--- src/rtl/arbitro_mux1bit_pkg.sv ---
// Shared types and constants for the two-requester round-robin arbiter.
package arbitro_mux1bit_pkg;

  // Arbiter FSM encoding; the unused 2'b11 code falls back to idle.
  typedef enum logic [1:0] {
    StIdle  = 2'b00,
    StServA = 2'b01,
    StServB = 2'b10
  } arb_state_e;

  // Mux selector values.
  localparam logic SelA = 1'b0;
  localparam logic SelB = 1'b1;

endpackage

--- src/rtl/arbitro_mux1bit_contador.sv ---
// Burst-length counter: counts transfers of the current grant and flags the last one.
module arbitro_mux1bit_contador #(
  parameter int unsigned MAX_RAFAGA = 4,
  parameter int unsigned CONT_W     = 4
) (
  input  logic clk,
  input  logic reset_L,
  input  logic en,
  input  logic clr,
  output logic fin
);

  logic [CONT_W-1:0] cont_q;

  // Counter register; clear wins over enable so a terminal transfer starts a new burst.
  always_ff @(posedge clk or negedge reset_L) begin
    if (!reset_L) begin
      cont_q <= '0;
    end else if (clr) begin
      cont_q <= '0;
    end else if (en) begin
      cont_q <= cont_q + 1'b1;
    end
  end

  assign fin = (cont_q == CONT_W'(MAX_RAFAGA - 1));

endmodule

--- src/rtl/mux1bit_tarea34.sv ---
// 1-bit 2:1 mux shared by requesters A and B.
module mux1bit_tarea34 (
  input  logic a,
  input  logic b,
  input  logic selector,
  output logic salida
);

  assign salida = selector ? b : a;

endmodule

--- src/rtl/arbitro_mux1bit.sv ---
// Round-robin arbiter sharing a 1-bit mux between requesters A and B with bounded bursts.
module arbitro_mux1bit
  import arbitro_mux1bit_pkg::*;
#(
  parameter int unsigned MAX_RAFAGA = 4,
  parameter int unsigned CONT_W     = 4
) (
  input  logic clk,
  input  logic reset_L,
  input  logic req_A,
  input  logic req_B,
  input  logic A,
  input  logic B,
  output logic gnt_A,
  output logic gnt_B,
  output logic selector,
  output logic salida,
  output logic valid
);

  arb_state_e state_q, state_d;
  logic       ultimo_q, ultimo_d;
  logic       gnt_a_q, gnt_b_q;
  logic       sel_q, sel_d;
  logic       salida_q, valid_q;
  logic       transfer, cont_clr, cont_fin;
  logic       mux_out;

  arbitro_mux1bit_contador #(
    .MAX_RAFAGA (MAX_RAFAGA),
    .CONT_W     (CONT_W)
  ) u_contador (
    .clk     (clk),
    .reset_L (reset_L),
    .en      (transfer),
    .clr     (cont_clr),
    .fin     (cont_fin)
  );

  mux1bit_tarea34 u_mux (
    .a        (A),
    .b        (B),
    .selector (sel_q),
    .salida   (mux_out)
  );

  // Next-state logic: detect transfers, burst end and handoffs.
  always_comb begin
    state_d  = state_q;
    transfer = 1'b0;
    cont_clr = 1'b0;
    unique case (state_q)
      StIdle: begin
        cont_clr = 1'b1;
        if (req_A && req_B) begin
          // Tie goes to the side not served last.
          state_d = ultimo_q ? StServA : StServB;
        end else if (req_A) begin
          state_d = StServA;
        end else if (req_B) begin
          state_d = StServB;
        end
      end
      StServA: begin
        if (!req_A) begin
          cont_clr = 1'b1;
          state_d  = req_B ? StServB : StIdle;
        end else begin
          transfer = 1'b1;
          if (cont_fin) begin
            cont_clr = 1'b1;
            if (req_B) state_d = StServB;
          end
        end
      end
      StServB: begin
        if (!req_B) begin
          cont_clr = 1'b1;
          state_d  = req_A ? StServA : StIdle;
        end else begin
          transfer = 1'b1;
          if (cont_fin) begin
            cont_clr = 1'b1;
            if (req_A) state_d = StServA;
          end
        end
      end
      default: begin
        cont_clr = 1'b1;
        state_d  = StIdle;
      end
    endcase
  end

  // Selector and last-served flag follow the state being entered; both hold in idle.
  always_comb begin
    sel_d    = sel_q;
    ultimo_d = ultimo_q;
    if (state_d == StServA) begin
      sel_d    = SelA;
      ultimo_d = 1'b0;
    end else if (state_d == StServB) begin
      sel_d    = SelB;
      ultimo_d = 1'b1;
    end
  end

  // State, registered Moore outputs and the data output register.
  always_ff @(posedge clk or negedge reset_L) begin
    if (!reset_L) begin
      state_q  <= StIdle;
      ultimo_q <= 1'b1;
      gnt_a_q  <= 1'b0;
      gnt_b_q  <= 1'b0;
      sel_q    <= SelA;
      salida_q <= 1'b0;
      valid_q  <= 1'b0;
    end else begin
      state_q  <= state_d;
      ultimo_q <= ultimo_d;
      gnt_a_q  <= (state_d == StServA);
      gnt_b_q  <= (state_d == StServB);
      sel_q    <= sel_d;
      valid_q  <= transfer;
      if (transfer) salida_q <= mux_out;
    end
  end

  assign gnt_A    = gnt_a_q;
  assign gnt_B    = gnt_b_q;
  assign selector = sel_q;
  assign salida   = salida_q;
  assign valid    = valid_q;

endmodule
--- config.mk ---
export PLATFORM = sky130hd
export DESIGN_NAME = arbitro_mux1bit
export DESIGN_NICKNAME = d
export VERILOG_FILES = /design/src/rtl/arbitro_mux1bit_pkg.sv /design/src/rtl/arbitro_mux1bit_contador.sv /design/src/rtl/mux1bit_tarea34.sv /design/src/rtl/arbitro_mux1bit.sv
export SDC_FILE = /design/constraint.sdc
export NUM_CORES = 1
export LEC_CHECK = 0
export BUFFER_PORTS_ARGS = -buffer_cell sky130_fd_sc_hd__buf_4
export CORE_UTILIZATION = 54
export DETAILED_ROUTE_END_ITERATION = 16
export PLACE_DENSITY = 0.8
export SETUP_SLACK_MARGIN = 0.2
export SLEW_MARGIN = 20
export SYNTH_ARGS = -nofsm -noshare
export SYNTH_HDL_FRONTEND = slang
export SYNTH_SLANG_ARGS = --single-unit
--- constraint.sdc ---
create_clock -name clk -period 2.8 [get_ports clk]
set_input_delay 0.56 -clock clk [delete_from_list [all_inputs] [get_ports clk]]
set_output_delay 0.56 -clock clk [all_outputs]
set_load 0.01 [all_outputs]
## Yosys cells after proc, flatten, opt, wreduce, memory -nomap -nowiden

Index checks and enable logic that the tools add are counted.

| word-level totals | value |
|---|---|
| register bits after elaboration | 12 |
| latch bits | 0 |
| RAM bits | 0 |
| ROM bits | 0 |
| memories | 0 |

| operators by class | value |
|---|---|
| $add $sub $neg | 1 |
| multiply operators | 0 |
| div/mod/pow operators | 0 |
| order comparisons | 0 |
| equality and inequality tests | 5 |
| shift operators | 0 |
| mux-type cells | 24 |
| bitwise logic cells | 0 |
| reductions and logical operators | 4 |

Operators with widths:

| operator | count |
|---|---|
| $mux W2 | 10 |
| $mux W1 | 9 |
| $mux W4 | 2 |
| $pmux W2 S3 | 1 |
| $add A4 B1 Y4 const B | 1 |
| $eq A2 B1 Y1 const B | 2 |
| $eq A2 B2 Y1 const B | 2 |
| $eq A4 B2 Y1 const B | 1 |
| $pmux W1 S2 | 2 |
| $reduce_bool A2 Y1 | 2 |
| $logic_not A2 Y1 | 1 |
| $logic_and A1 B1 Y1 | 1 |

## Logic depth before layout (Yosys ltp)

Gate-level depths: netlist of the first run.

| logic depth | value |
|---|---|
| word-level depth | 7 |
| mapped depth | 8 |
| depth with buffers taken out | 8 |

## By module

Synthesis of the first run repeated with hierarchy kept, for this count alone.

| unflattened totals | value |
|---|---|
| cells, all modules | 69 |
| area, all modules | 732.0 um^2 |

Modules (own cells, without submodules):

| module | times used | cells each | area an instance (um^2) | seq. area each (um^2) |
|---|---|---|---|---|
| arbitro_mux1bit | 1 | 51 | 516.7 | 201.4 |
| arbitro_mux1bit_contador | 1 | 17 | 200.2 | 100.1 |
| mux1bit_tarea34 | 1 | 1 | 15.0 | 0.0 |

## Least setup slack after synthesis of the first run

No wires, ideal clock.

| timing path | value |
|---|---|
| path type | register -> register |
| start | register state_q[0] |
| end | register sel_q (netlist: selector) |
| setup time | 0.126 ns |
| data arrival time | 1.901 ns |
| slack | 0.773 ns |
| cell stages (with the launch flop) | 9 |
| cells stage by stage | dfrtp_1 inv_1 ha_1 a22o_2 a311oi_1 o32a_1 ha_1 nand2_1 o21ai_0 |

| between the ends | value |
|---|---|
| longest elaborated chain between the ends | 6 |

RTL lines:

| element | RTL line | source |
|---|---|---|
| from (decl) | arbitro_mux1bit.sv:21 | `arb_state_e state_q, state_d;` |
| from (signal assigned) | arbitro_mux1bit.sv:111 | `state_q <= StIdle;` |
| from (signal assigned) | arbitro_mux1bit.sv:119 | `state_q <= state_d;` |
| $mux W2, on equally long branches | arbitro_mux1bit.sv:84, arbitro_mux1bit.sv:60, arbitro_mux1bit.sv:72 |  |
| $mux W2, on equally long branches | arbitro_mux1bit.sv:82, arbitro_mux1bit.sv:58, arbitro_mux1bit.sv:70 |  |
| $mux W2, on equally long branches | arbitro_mux1bit.sv:77, arbitro_mux1bit.sv:55, arbitro_mux1bit.sv:65 |  |
| $pmux W2 S3 (*) | arbitro_mux1bit.sv:52 | `unique case (state_q)` |
| $eq A2 B1 Y1 or $eq A2 B2 Y1 (tied branches) | arbitro_mux1bit.sv:99, arbitro_mux1bit.sv:102 |  |
| $mux W1 or $reduce_bool A2 Y1 (tied branches) | n/a |  |
| to (signal assigned) | arbitro_mux1bit.sv:115 | `sel_q <= SelA;` |
| to (signal assigned) | arbitro_mux1bit.sv:123 | `sel_q <= sel_d;` |
| to (decl) | arbitro_mux1bit.sv:24 | `logic sel_q, sel_d;` |

Mark *: on every way between the ends. The rest lies on a longest branch, timed or not.
A chain may end at the register's enable or synchronous reset.

## Worst setup path after layout of the first run

| timing path | value |
|---|---|
| start | register state_q[0] |
| end | register sel_q (netlist: selector) |

RTL lines:

| element | RTL line |
|---|---|
| $eq A2 B2 Y1, or another cell as far along | arbitro_mux1bit.sv:52 |
| $pmux W2 S3 (*) | arbitro_mux1bit.sv:52 |
| net state_d[1] | arbitro_mux1bit.sv:21 |
| $eq A2 B1 Y1 or $eq A2 B2 Y1 (tied branches) | arbitro_mux1bit.sv:99, arbitro_mux1bit.sv:102 |
| $mux W1 or $reduce_bool A2 Y1 (tied branches) | n/a |

The timed path passes the listed nets; every way through them passes the cells marked *.

==> results by stage, run 1 <==
Clock tree:
- Clock latency on the worst-skew pair, taken at its later pin, is 0.27 ns.
- TritonCTS built the clock tree.
- The post-cts repair resize count is 0.
- The clock passes through at most 2 buffers.
- The number of setup buffers added after CTS is 0.
- The root buffer cell chosen for the clock tree is sky130_fd_sc_hd__clkbuf_4.
- The clock-pin slew reported for the worst setup and hold paths after clock tree synthesis is 0.07 ns.
- CTS built an H-tree with a depth of 1.
- The total CTS buffers is 3.
- The clock drives 12 sinks.
- The number of hold buffers added after CTS was 0.

Setup path:
- Data on the critical path is required at its endpoint by 2.95 ns.
- The worst setup path is launched from a flop.
- The worst-path maximum fanout is 7.
- Counting buffers and inverters, the worst setup path is 8 cells deep.
- In this design, the stage delay of the slowest critical-path cell is 0.45 ns.
- Data arrives at the worst endpoint at 2.39 ns.
- The cell family contributing the most delay on the critical path is compound AO/OA/AOI/OAI gates.
- The worst setup path is of the flop to flop kind.
- Walking the worst path, the cells encountered are inv_1, ha_1, a22o_2, a311oi_1, o31ai_1, ha_1, nand2_1, o21ai_0.
- Across all register-to-register paths, the minimum setup slack is 0.56 ns.
- The slowest stage of the critical path belongs to the cell sky130_fd_sc_hd__dfrtp_1.
- The cell that appears most often on the critical path is sky130_fd_sc_hd__ha_1.
- Together, buffers and inverters on the worst path number 1.
- The worst setup path is captured at a flop.
- The cell depth of the worst flop-to-flop path is 8.

Finish:
- The total of fill cells in the finished design is 108.
- The number of antenna diodes in the final layout is 0.
- The net count of the finished layout is 99.
- The library cell used most frequently in the layout, excluding fill and tap cells, is sky130_fd_sc_hd__dfrtp_1.
- The final standard cell area without fillers is 883 sq um.
- Relative to the synthesized area, the layout overhead comes to 13.1%.
- In the layout the commonest cells are sky130_fd_sc_hd__dfrtp_1 (11), sky130_fd_sc_hd__buf_4 (10), sky130_fd_sc_hd__ha_1 (8).
- The fraction of layout cells with a size suffix above 1 is 0.238.
- Once layout is complete, the utilization of the core stands at 0.670.

STA:
- Setup violations remaining at the end of the flow were counted as 0.
- The maximum achievable frequency is 446 MHz.
- The count of pins over their slew limit is 0.
- The measured slew at the worst slew-check pin is 0.563 ns.
- The final worst-path cycle share is 0.801.
- The hold violation total from the final report is 0.
- The worst hold-check slack is 0.110 ns.
- Counting I/O delays and the setup requirement, the final critical path takes 2.24 ns.
- Setup repair after global routing left no endpoint under its margin.
- The setup TNS is 0 ns.
- Measured against its own limit, the worst slew margin works out to 0.621.
- The clock skew is 0.00768 ns.

Place:
- The placed instances occupy a cell area of 857 sq um.
- Once detailed placement completed, the half-perimeter wirelength came to 1090 um.
- The final RePlAce weighted congestion is 0.735.
- The number of buffers added on ports is 10.

Drt:
- The total iterations of the first detailed-routing run is 4.
- For this block, the routed nets add up to 1430 um of wire.
- The detailed router finished its first iteration with 13 violations.
- The number of vias in the routed layout is 618.
- In the final routed layout, each cell accounts on average for 14.5 um.
- The final routed DRC violation total is 0.
- Once detail routing completed, the nets flagged for antenna violations numbered 0.
- Using the TritonRoute via totals, the vias-per-cell ratio works out to 6.24.

Power and ir drop:
- The worst IR drop on VDD is 0.605 mV.
- Overall power consumption after layout is estimated at 0.000803 W.
- The leakage power is 0.393 nW.
- Dividing total power by cell area gives a power density of 909 mW/mm^2.

GRT:
- The initial antenna violation count is 0.
- The maximum number of pins on one net before global-route repair is 13.
- For this run, the total global-route usage over all layers was measured as 0.236.
- The first-pass GRT wire length is 2470 um.
- The total overflow reported by the global router is 0.
- The number of global-route vias before repair is 568.

Die:
- The initial utilization of the core area, before any placement, comes to 0.593.
- The number of rows in the core area is 13.
- The overall die height is 40.0 um.
- The die is 40.0 um wide.
- The area of the die is 0.00160 sq mm.
- The core region is 0.00132 sq mm.
- The number of top-level pins is 11.

Synth:
- The number of nets in the synthesized netlist is 86.
- The count of different cell masters after synthesis is 37.
- The netlist area before placement is 781 sq um.
- In the synthesized netlist the dominant register cell turns out to be sky130_fd_sc_hd__dfrtp_1.
- The mean cell area of the mapped netlist is 10.8 sq um.
- Synthesis inferred 12 register bits.
- The count of flip-flops with a built-in enable after synthesis is 0.
- The async set-or-reset flop fraction in the synthesized netlist is 1.00.
- For this run, the register share of the synthesized area comes to 0.386.
- The gate count after technology mapping is 72.
- The number of warning messages in the yosys log is 0.

Run status:
- The run finished with clean final reports.

Run:
- The number of max-cap violations is 0.

Hold path:
- The path category of the worst min-delay check is input port to asynchronous set/reset pin.
-- flip-flops by register name (all words and copies together), names as in the netlist --
register	cells
gnt_A	1
gnt_B	1
salida	1
selector	1
state_q	2
u_contador.cont_q	4
ultimo_q	1
valid	1
-- metal layers --
metal  up-vias  share of wire  GRT usage
li1        308              -          -
met1       294           0.52      0.345
met2        12           0.43      0.343
met3         4          0.029     0.0333
met4         0          0.022      0.103
met5         -              0          0
-- metrics by stage --
| stage | worst slack (ns) | instances |
|---|---|---|
| 6_report | 0.557 | 99 |
| 2_1_floorplan | 0.773 | 72 |
| 5_1_grt | 0.374 | 99 |
| 4_1_cts | 0.556 | 99 |
| 3_5_place_dp | 0.584 | 95 |
| 3_3_place_gp | 0.627 | 95 |
-- area by class of cell --
class	instances	area (sq um)	area share
multi-input combinational	52	439	0.497
tap	15	18.8	0.0212
sequential	12	302	0.341
clock buffer	4	26.3	0.0297
inverter	6	22.5	0.0255
timing repair buffer	10	75.1	0.0850
-- synth_stat cells, drive strengths merged, types with 2 or more instances --
cell type  instances  area share
or4                2       0.024
a32oi              2       0.022
o31ai              3       0.029
nor4bb             2       0.026
nor2               2      0.0096
nand3              2       0.013
a21boi             3       0.029
inv                5       0.024
ha                 8        0.13
clkbuf             2       0.022
a2111oi            4       0.054
nand2              2      0.0096
a21o               2       0.021
o21ai              4       0.026
dfrtp             11        0.35
a311oi             2       0.022
a21oi              2       0.013
-- path summary, 6_finish.rpt --
check | from | endpoint
setup / recovery | state_q[0] | selector
hold / removal | reset_L | u_contador.cont_q[3]
setup reg to reg | state_q[0] | selector
hold reg to reg | ultimo_q | ultimo_q
max in group asynchronous | reset_L | ultimo_q
min in group clk | ultimo_q | ultimo_q
-- power by group --
group	leakage, nW	total (W)	internal, W	switching (W)
clock	0.0150	0.000108	0.0000551	0.0000530
combinational	0.224	0.000409	0.000174	0.000235
sequential	0.154	0.000286	0.000236	0.0000500
total	0.393	0.000803	0.000465	0.000338
-- cell families after synthesis --
group,synth area share
AO/OA/AOI/OAI,0.301
AND/OR/NAND/NOR,0.120
flip-flops,0.386
buffers and inverters,0.0513
adder cells (fa/ha/maj),0.128
multiplexers,0.0128
Power figures use the tool's default switching activity.
==> run 2: changes to the inputs <==
- ABC_AREA: not set -> 1
- CORE_UTILIZATION: 54 -> 48
- PLACE_DENSITY: 0.8 -> 0.76
- clock period: 2.8 -> 1.9 ns (I/O delays scaled with it)
==> run 2 against run 1 <==
  * Routed wire length grew 41%
  * Critical path type unchanged
  * First-iteration DRC count grew 140%
  * Area after synthesis shrank 7.7%
==> results by stage, run 2 <==
Finish:
- The largest registers in the layout are u_contador.cont_q: 4 flops, state_q: 2 flops.
- Summing all multi-input logic gate instances after layout gives 503 sq um.
- From synthesis to final layout, the design area changed by 54.7%.
- The fraction of layout cells with a size suffix above 1 is 0.492.
- The area taken by flip-flops and latches is 304 sq um.
- The top cell types in the final layout, fill and taps aside, are sky130_fd_sc_hd__buf_4 (25), sky130_fd_sc_hd__nand2_1 (22), sky130_fd_sc_hd__dfrtp_1 (9).
- The number of antenna diodes in the final layout is 0.
- The final standard cell area without fillers is 0.00111 sq mm.
- The total of fill cells in the finished design is 76.
- The number of flip-flops in the largest register is 4.
- The most common cell after layout, fill and taps aside is sky130_fd_sc_hd__buf_4.
- The register ranked first by flip-flop count is u_contador.cont_q.
- The number of nets at the end of the flow is 139.

Die:
- The floorplan die width is 40.8 um.
- The core area is 0.00135 sq mm.
- The overall die height is 40.8 um.
- For this configuration, the core starts out at a cell density of 0.534.
- The number of rows in the core area is 13.
- The number of top-level pins is 11.
- The area of the die is 0.00166 sq mm.

STA:
- The final worst-path cycle share is 0.940.
- Clock skew on the completed layout was measured at 0.00548 ns.
- The worst path needs 1.79 ns of the cycle, external delays included.
- The measured slew at the worst slew-check pin is 0.202 ns.
- In this run the tightest slew margin relative to its limit is 0.864.
- Derived from the worst setup path, the maximum achievable clock frequency is 560 MHz.
- The worst hold-check slack is 0.441 ns.
- Setup repair after global routing could not meet its margin everywhere.
- The hold violation total from the final report was 0.
- Setup violations remaining at the end of the flow were counted as 0.
- The setup TNS is 0 ns.
- The count of pins over their slew limit is 0.

Synth:
- Synthesis produced a netlist with a net count of 107.
- Of all flip-flops after synthesis, the portion carrying an async set or reset was 1.00.
- The gate count after technology mapping is 93.
- The area share of the largest cell type after synthesis is 0.382.
- The synthesized design contains 12 register bits.
- The commonest cells after synthesis are sky130_fd_sc_hd__nand2_1 (26), sky130_fd_sc_hd__nor2_1 (15), sky130_fd_sc_hd__dfrtp_1 (11), sky130_fd_sc_hd__nand3_1 (11), sky130_fd_sc_hd__inv_1 (9).
- Summing every instance area after synthesis gives 721 sq um.
- The count of flip-flops with a built-in enable after synthesis is 0.
- After synthesis, the cell types taking the most area are sky130_fd_sc_hd__dfrtp_1 (38%), sky130_fd_sc_hd__ha_1 (14%), sky130_fd_sc_hd__nand2_1 (14%).
- In the synthesized netlist the dominant register cell turns out to be sky130_fd_sc_hd__dfrtp_1.
- During synthesis, Yosys emitted a total of 0 warnings.
- Each instance of the synthesized netlist takes up on average 7.75 sq um.
- Yosys mapped the design onto 14 distinct sky130hd cell types.
- The share of the Yosys chip area taken by registers is 0.418.
- Of all cell types, the one taking the most synthesized area is sky130_fd_sc_hd__dfrtp_1.
- The most numerous cell in the Yosys netlist is sky130_fd_sc_hd__nand2_1.

Setup path:
- The required time of the worst setup path is 2.12 ns.
- The sum of buffers and inverters on the critical path is 1.
- The classification of the worst setup path is flop to flop.
- The worst setup path is launched from a flop.
- Traced cell by cell, the critical path runs through inv_4, ha_4, nand2_4, nor2_2, nand2_1, nand3_2, nor2_2, nor2_2, ha_1, or2_4, nand2_2.
- The cell depth of the worst flop-to-flop path is 11.
- The family of cells with the greatest summed delay on the critical path is simple AND/OR/NAND/NOR gates.
- STA classifies the critical path endpoint as a flop.
- Among the stages of the critical path, the cell type that occurs most often is sky130_fd_sc_hd__nor2_2.
- The slowest stage of the critical path is the sky130_fd_sc_hd__dfrtp_2 cell.
- The worst-path maximum fanout is 3.
- The setup slack of the worst register-to-register path is 0.11 ns.
- The critical path depth in cells is 11.
- On the worst path, the slowest cell contributes a delay of 0.42 ns.
- The worst path arrival time is 2.01 ns.

Hold path:
- In this run the worst hold path is classified as input port to flop.
- The worst hold path passes through 3 cells.

GRT:
- In the global route stage, overall resource usage came out at 0.270.
- For this run, global-route usage on met1 was measured as 0.290.
- The first-pass GRT wire length is 2700 um.
- The initial antenna violation count is 0.
- After global routing, the most crowded layer is met2.
- Entering global routing, the biggest net connects 13 pins.
- After global routing the overflow that remains totals 0.
- For this run, global-route usage on met2 was measured as 0.440.
- The number of global-route vias before repair is 639.
- The routing usage on met3 is 0.109.

Drt:
- The number of nets still failing antenna checks after routing is 0.
- The wire length per cell is 14.6 um.
- In the routed design, unresolved DRC markers number 0.
- After the first detailed-routing iteration, the DRC count stood at 31.
- The total iterations of the first detailed-routing run is 4.
- The detailed-route vias per instance is 5.47.
- Wires add up to 2030 um.
- The number of vias in the routed layout is 761.

Power and ir drop:
- The leakage power is 0.560 nW.
- IR analysis of the VDD net gives a maximum drop of 1.02 mV.
- The power density over the cells is 1470 mW/mm^2.

Clock tree:
- The total CTS buffers is 3.
- The library cell used as clock root buffer is sky130_fd_sc_hd__clkbuf_4.
- The CTS tree is built.
- Clock-pin slew was measured on the worst setup and hold paths at 0.08 ns.
- The level count of the clock H-tree is 1.
- The clock latency reported for the late side of the worst-skew pair is 0.28 ns.
- The clock passes through at most 2 buffers.
- The clock sink total is 12.

Place:
- Input and output buffers added on the ports amount to 10.
- After detailed placement, the total cell area comes to 833 sq um.
- The final RePlAce weighted congestion is 0.937.
- Once detailed placement completed, the half-perimeter wirelength came to 1050 um.

Run status:
- The flow ran to the end, and the final reports show no timing, DRC or antenna violations.

Run:
- Across the run, the number of max-cap violations was 0.
## run 2: cell types whose count changed after synthesis, moves of 2 or more
cell                        previous run  this run
sky130_fd_sc_hd__a2111oi_0             2         0
sky130_fd_sc_hd__a21boi_0              2         0
sky130_fd_sc_hd__a311oi_1              2         0
sky130_fd_sc_hd__a32oi_1               2         0
sky130_fd_sc_hd__inv_1                 5         9
sky130_fd_sc_hd__nand2_1               2        26
sky130_fd_sc_hd__nand2_2               0         3
sky130_fd_sc_hd__nand3_1               2        11
sky130_fd_sc_hd__nor2_1                2        15
sky130_fd_sc_hd__nor4bb_1              2         0
sky130_fd_sc_hd__o31ai_1               3         0
## run 2: final timing paths
check	startpoint	to
setup / recovery	state_q[0]	ultimo_q
setup reg to reg	state_q[0]	ultimo_q
hold reg to reg	ultimo_q	ultimo_q
min in group asynchronous	reset_L	u_contador.cont_q[1]
hold / removal	A	salida
max in group asynchronous	reset_L	ultimo_q
## run 2: worst min-delay path, stage by stage
cell and delay, ns:
sky130_fd_sc_hd__buf_4 0.08, sky130_fd_sc_hd__o21ai_0 0.08, sky130_fd_sc_hd__o21ai_0 0.15
## run 2: final cells by class
type                       count  share of cell area
timing repair buffer          27               0.195
tap                           15              0.0168
inverter                      10              0.0404
clock buffer                   4              0.0236
multi-input combinational     71               0.451
sequential                    12               0.273
## run 2: kinds of logic (layout without fill, tap and decap cells)
group,Yosys count,after routing,synth area share
xor gates and xnor gates,1,1,0.0122
and+or+nand+nor,57,57,0.340
adders and majority gates,8,8,0.139
AOI/OAI and AO/OA,5,5,0.0347
buffers and inverters,10,41,0.0556
DFF,12,12,0.418
## run 2: metal layers
layer  up-vias  share of wire
li1        355              -
met1       368           0.41
met2        32           0.52
met3         6          0.057
met4         0         0.0069
met5         -              0
## run 2: stage by stage
step / total power, W / worst slack (ns) / cells / utilization
5_1_grt: 0.00174 / 0.00893 / 139 / 0.826
3_5_place_dp: 0.000999 / 0.0713 / 118 / 0.617
3_3_place_gp: 0.000980 / 0.0458 / 118 / 0.617
6_report: 0.00163 / 0.114 / 139 / 0.826
2_1_floorplan: 0.000820 / 0.245 / 93 / -
4_1_cts: 0.00143 / 0.132 / 135 / 0.753
## run 2: repair_timing
item                                   4_1_cts  5_1_grt
gates resized for setup                     11       20
hold buffers                                 1        0
setup endpoints to repair                    2        2
buffers inserted                            12        4
endpoints found under the hold margin       11        0
pin swaps                                    9       15
## run 2: report_power, final
part / internal (W) / switching, W
logic: 0.000533 / 0.000507
registers: 0.000350 / 0.0000756
clock network: 0.0000815 / 0.0000851
==> run 3: changes to the inputs <==
- BUFFER_PORTS_ARGS: -buffer_cell sky130_fd_sc_hd__buf_4 -> -buffer_cell sky130_fd_sc_hd__buf_2
==> run 3 against run 2 <==
  * Total power fell by 2.9%
  * Highest routed layer unchanged
  * Critical path depth did not move
  * Global-route usage fell by 2.5 points
  * Die area did not move
  * Combinational power fell by 8%
  * Cell area fell by 2.2%
  * Count of clock-buffer cells in the layout did not move
  * Maximum frequency fell by 4.0%
==> results by stage, run 3 (same netlist as run 2, synthesis figures left out) <==
Clock tree:
- After clock tree synthesis, the clock-pin slew on the worst setup and hold paths is 0.08 ns.
- The clock latency reported for the late side of the worst-skew pair is 0.28 ns.
- Clock tree synthesis selected as its root buffer the cell sky130_fd_sc_hd__clkbuf_4.
- Counting every sink on the clock net gives 12.
- Counting the buffers created by CTS gives 3.
- The maximum clock path buffer count is 2.
- In this run the number of H-tree levels came out at 1.
- TritonCTS built the clock tree.

Power and ir drop:
- Cell internal power was estimated by the tool at 0.000954 W.
- Of the total power, combinational logic draws 0.605.
- The worst IR drop on VDD is 1.00 mV.
- The share of total power dissipated in sequential elements is 0.268.
- The switching fraction of total power is 0.398.
- For this design the ratio of total power to cell area is 1460 mW/mm^2.
- In this run the static leakage power is 0.564 nW.
- For this design the total switching power over the nets is 0.000632 W.
- The proportion of power drawn by the clock network is 0.127.

Finish:
- For this run, the post-layout net count is 142.
- Counting flops per register, the top entry is u_contador.cont_q.
- Leaving out fill and tap cells, the most frequent cell in the layout is sky130_fd_sc_hd__nand2_1.
- The area growth from synthesis to layout is 51.2%.
- The number of flip-flops in the largest register is 4.
- In the layout the commonest cells are sky130_fd_sc_hd__nand2_1 (23), sky130_fd_sc_hd__buf_4 (18), sky130_fd_sc_hd__nor2_1 (10), sky130_fd_sc_hd__buf_2 (10), sky130_fd_sc_hd__dfrtp_1 (9).
- In the final layout, the registers with the most flip-flops are u_contador.cont_q: 4 flops, state_q: 2 flops.
- Of the cells placed in the final design, the portion with a size suffix greater than 1 is 0.472.
- 0 antenna diodes ended up in the layout.
- The total of fill cells in the finished design is 78.

GRT:
- In the global route stage, overall resource usage came out at 0.245.
- The met1 global-route usage is 0.231.
- The total overflow reported by the global router is 0.
- For met2 alone, demand over resource in global routing was 0.484.
- The routing layer with the top usage in global route is met2.
- The number of global-route vias before repair is 657.
- The routing usage on met3 is 0.0870.
- Entering global routing, the biggest net connects 13 pins.
- The initial antenna violation count is 0.
- The first-pass GRT wire length is 2610 um.

STA:
- The worst slew slack as a fraction of its limit is 0.814.
- The count of pins over their slew limit is 0.
- Across the routed clock network, the largest skew measured is 0.00936 ns.
- The worst path meets setup with 0.0393 ns of slack.
- The setup TNS is 0 ns.
- In the finished design, the share of the clock period the worst path needs comes to 0.979.
- Based on the critical path, the design can be clocked at up to 537 MHz.
- The hold violation total from the final report came to 0.
- At the pin with the least slew margin, the transition time is 0.278 ns.
- The time the final worst path needs with I/O delays and setup is 1.86 ns.
- The final setup violation count is 0.
- Setup repair after global routing could not meet its margin everywhere.

Setup path:
- Together, buffers and inverters on the worst path number 1.
- The largest individual stage delay along the critical path comes from the cell sky130_fd_sc_hd__dfrtp_2.
- The delay of the slowest cell on the worst path is 0.45 ns.
- For the worst setup path, the data required time is 2.11 ns.
- The classification of the worst setup path is flop to flop.
- In this run the worst path has a maximum fanout of 3.
- The worst setup path is captured at a flop.
- Walking the worst path, the cells encountered are buf_12, ha_4, nand2_2, nor2_1, nand2_1, nand3_2, nor2_1, nor2_2, ha_1, or2_4, nand2_2.
- STA classifies the critical path startpoint as a flop.
- For the worst setup path, the data arrival time is 2.08 ns.
- Among cell families on the critical path, the largest total delay comes from simple AND/OR/NAND/NOR gates.

Place:
- The number of buffers added on ports is 10.
- The HPWL after detailed placement is 1040 um.
- The congestion estimate from routability-driven global placement came to 0.931.
- Prior to clock tree synthesis, the placed netlist has a worst setup slack of 0.0732 ns.

Run status:
- The flow ran to the end, and the final reports show no timing, DRC or antenna violations.

Drt:
- In the routed layout, each cell is associated on average with a via count of 5.32.
- The total iterations of the first detailed-routing run is 4.
- Wires add up to 2100 um.
- Across all layers, the routed design uses 755 vias.
- The initial detailed-routing violation count is 21.
- The final routed DRC violation total is 0.
- The wire length per cell is 14.8 um.
- The number of nets still failing antenna checks after routing is 0.

Hold path:
- The path category of the worst min-delay check is input port to flop.

Die:
- The overall die height is 40.8 um.
- The number of rows in the core area is 13.
- In this run the horizontal extent of the chip is 40.8 um.
- In this run the standard cell core region covers 0.00135 sq mm.
- The initial core utilization is 0.534.
- The number of top-level pins is 11.
- The area of the die is 0.00166 sq mm.

Run:
- The number of max-cap violations is 0.
run 3: final cells by class:
| type | instances | area [sq um] | area share |
|---|---|---|---|
| Sequential cell | 12 | 304 | 0.279 |
| Multi-Input combinational cell | 71 | 470 | 0.432 |
| Tap cell | 15 | 18.8 | 0.0172 |
| Inverter | 10 | 45.0 | 0.0413 |
| Timing Repair Buffer | 30 | 215 | 0.197 |
| Clock buffer | 4 | 36.3 | 0.0333 |
run 3: layer usage:
metal,part of all wire,routed length [um],vias to the layer above
met2,0.57,1190,27
met5,0,0,-
met4,0.010,21,0
li1,-,-,361
met1,0.37,774,361
met3,0.051,108,6
run 3: timing repair:
action / CTS / global route
endpoints found under the hold margin: 11 / 0
buffers inserted: 9 / 10
hold buffers: 1 / 0
endpoints found under the setup margin: 2 / 3
resized for setup: 8 / 15
gates cloned: 0 / 0
pin swaps: 4 / 12
run 3: path summary, 6_finish.rpt:
path                             from                    to  slack (ns)  cells after the start
hold reg to reg                salida                salida        0.49                      2
min in group asynchronous     reset_L  u_contador.cont_q[3]        0.51                      2
setup / recovery           state_q[0]              selector        0.04                     11
max in group asynchronous     reset_L              ultimo_q        1.11                      2
setup reg to reg           state_q[0]              selector        0.04                     11
hold / removal                      A                salida        0.43                      3
run 3: through the flow:
stage	power [W]	util	cells	hold slack (ns)	area [sq um]
6_report	0.00159	0.807	142	0.427	1090
5_1_grt	0.00169	0.807	142	0.479	1090
4_1_cts	0.00137	0.714	132	0.418	963
3_5_place_dp	0.000969	0.599	118	0.268	808
3_3_place_gp	0.000951	0.599	118	0.266	808
2_1_floorplan	0.000820	-	93	0.0844	739
run 3: power by group through the flow:
| stage | Sequential [W] | Clock (W) | Combinational [W] |
|---|---|---|---|
| finish | 0.000424 | 0.000202 | 0.000960 |
| floorplan | 0.000429 | 0 | 0.000391 |
| CTS | 0.000410 | 0.000207 | 0.000752 |
| detailed placement | 0.000418 | 0 | 0.000551 |
| global route | 0.000431 | 0.000217 | 0.00104 |
| global placement | 0.000416 | 0 | 0.000535 |
run 3: tightest hold or removal path, cell delays in order:
cell,delay [ns]
sky130_fd_sc_hd__buf_2,0.07
sky130_fd_sc_hd__o21ai_0,0.07
sky130_fd_sc_hd__o21ai_0,0.15
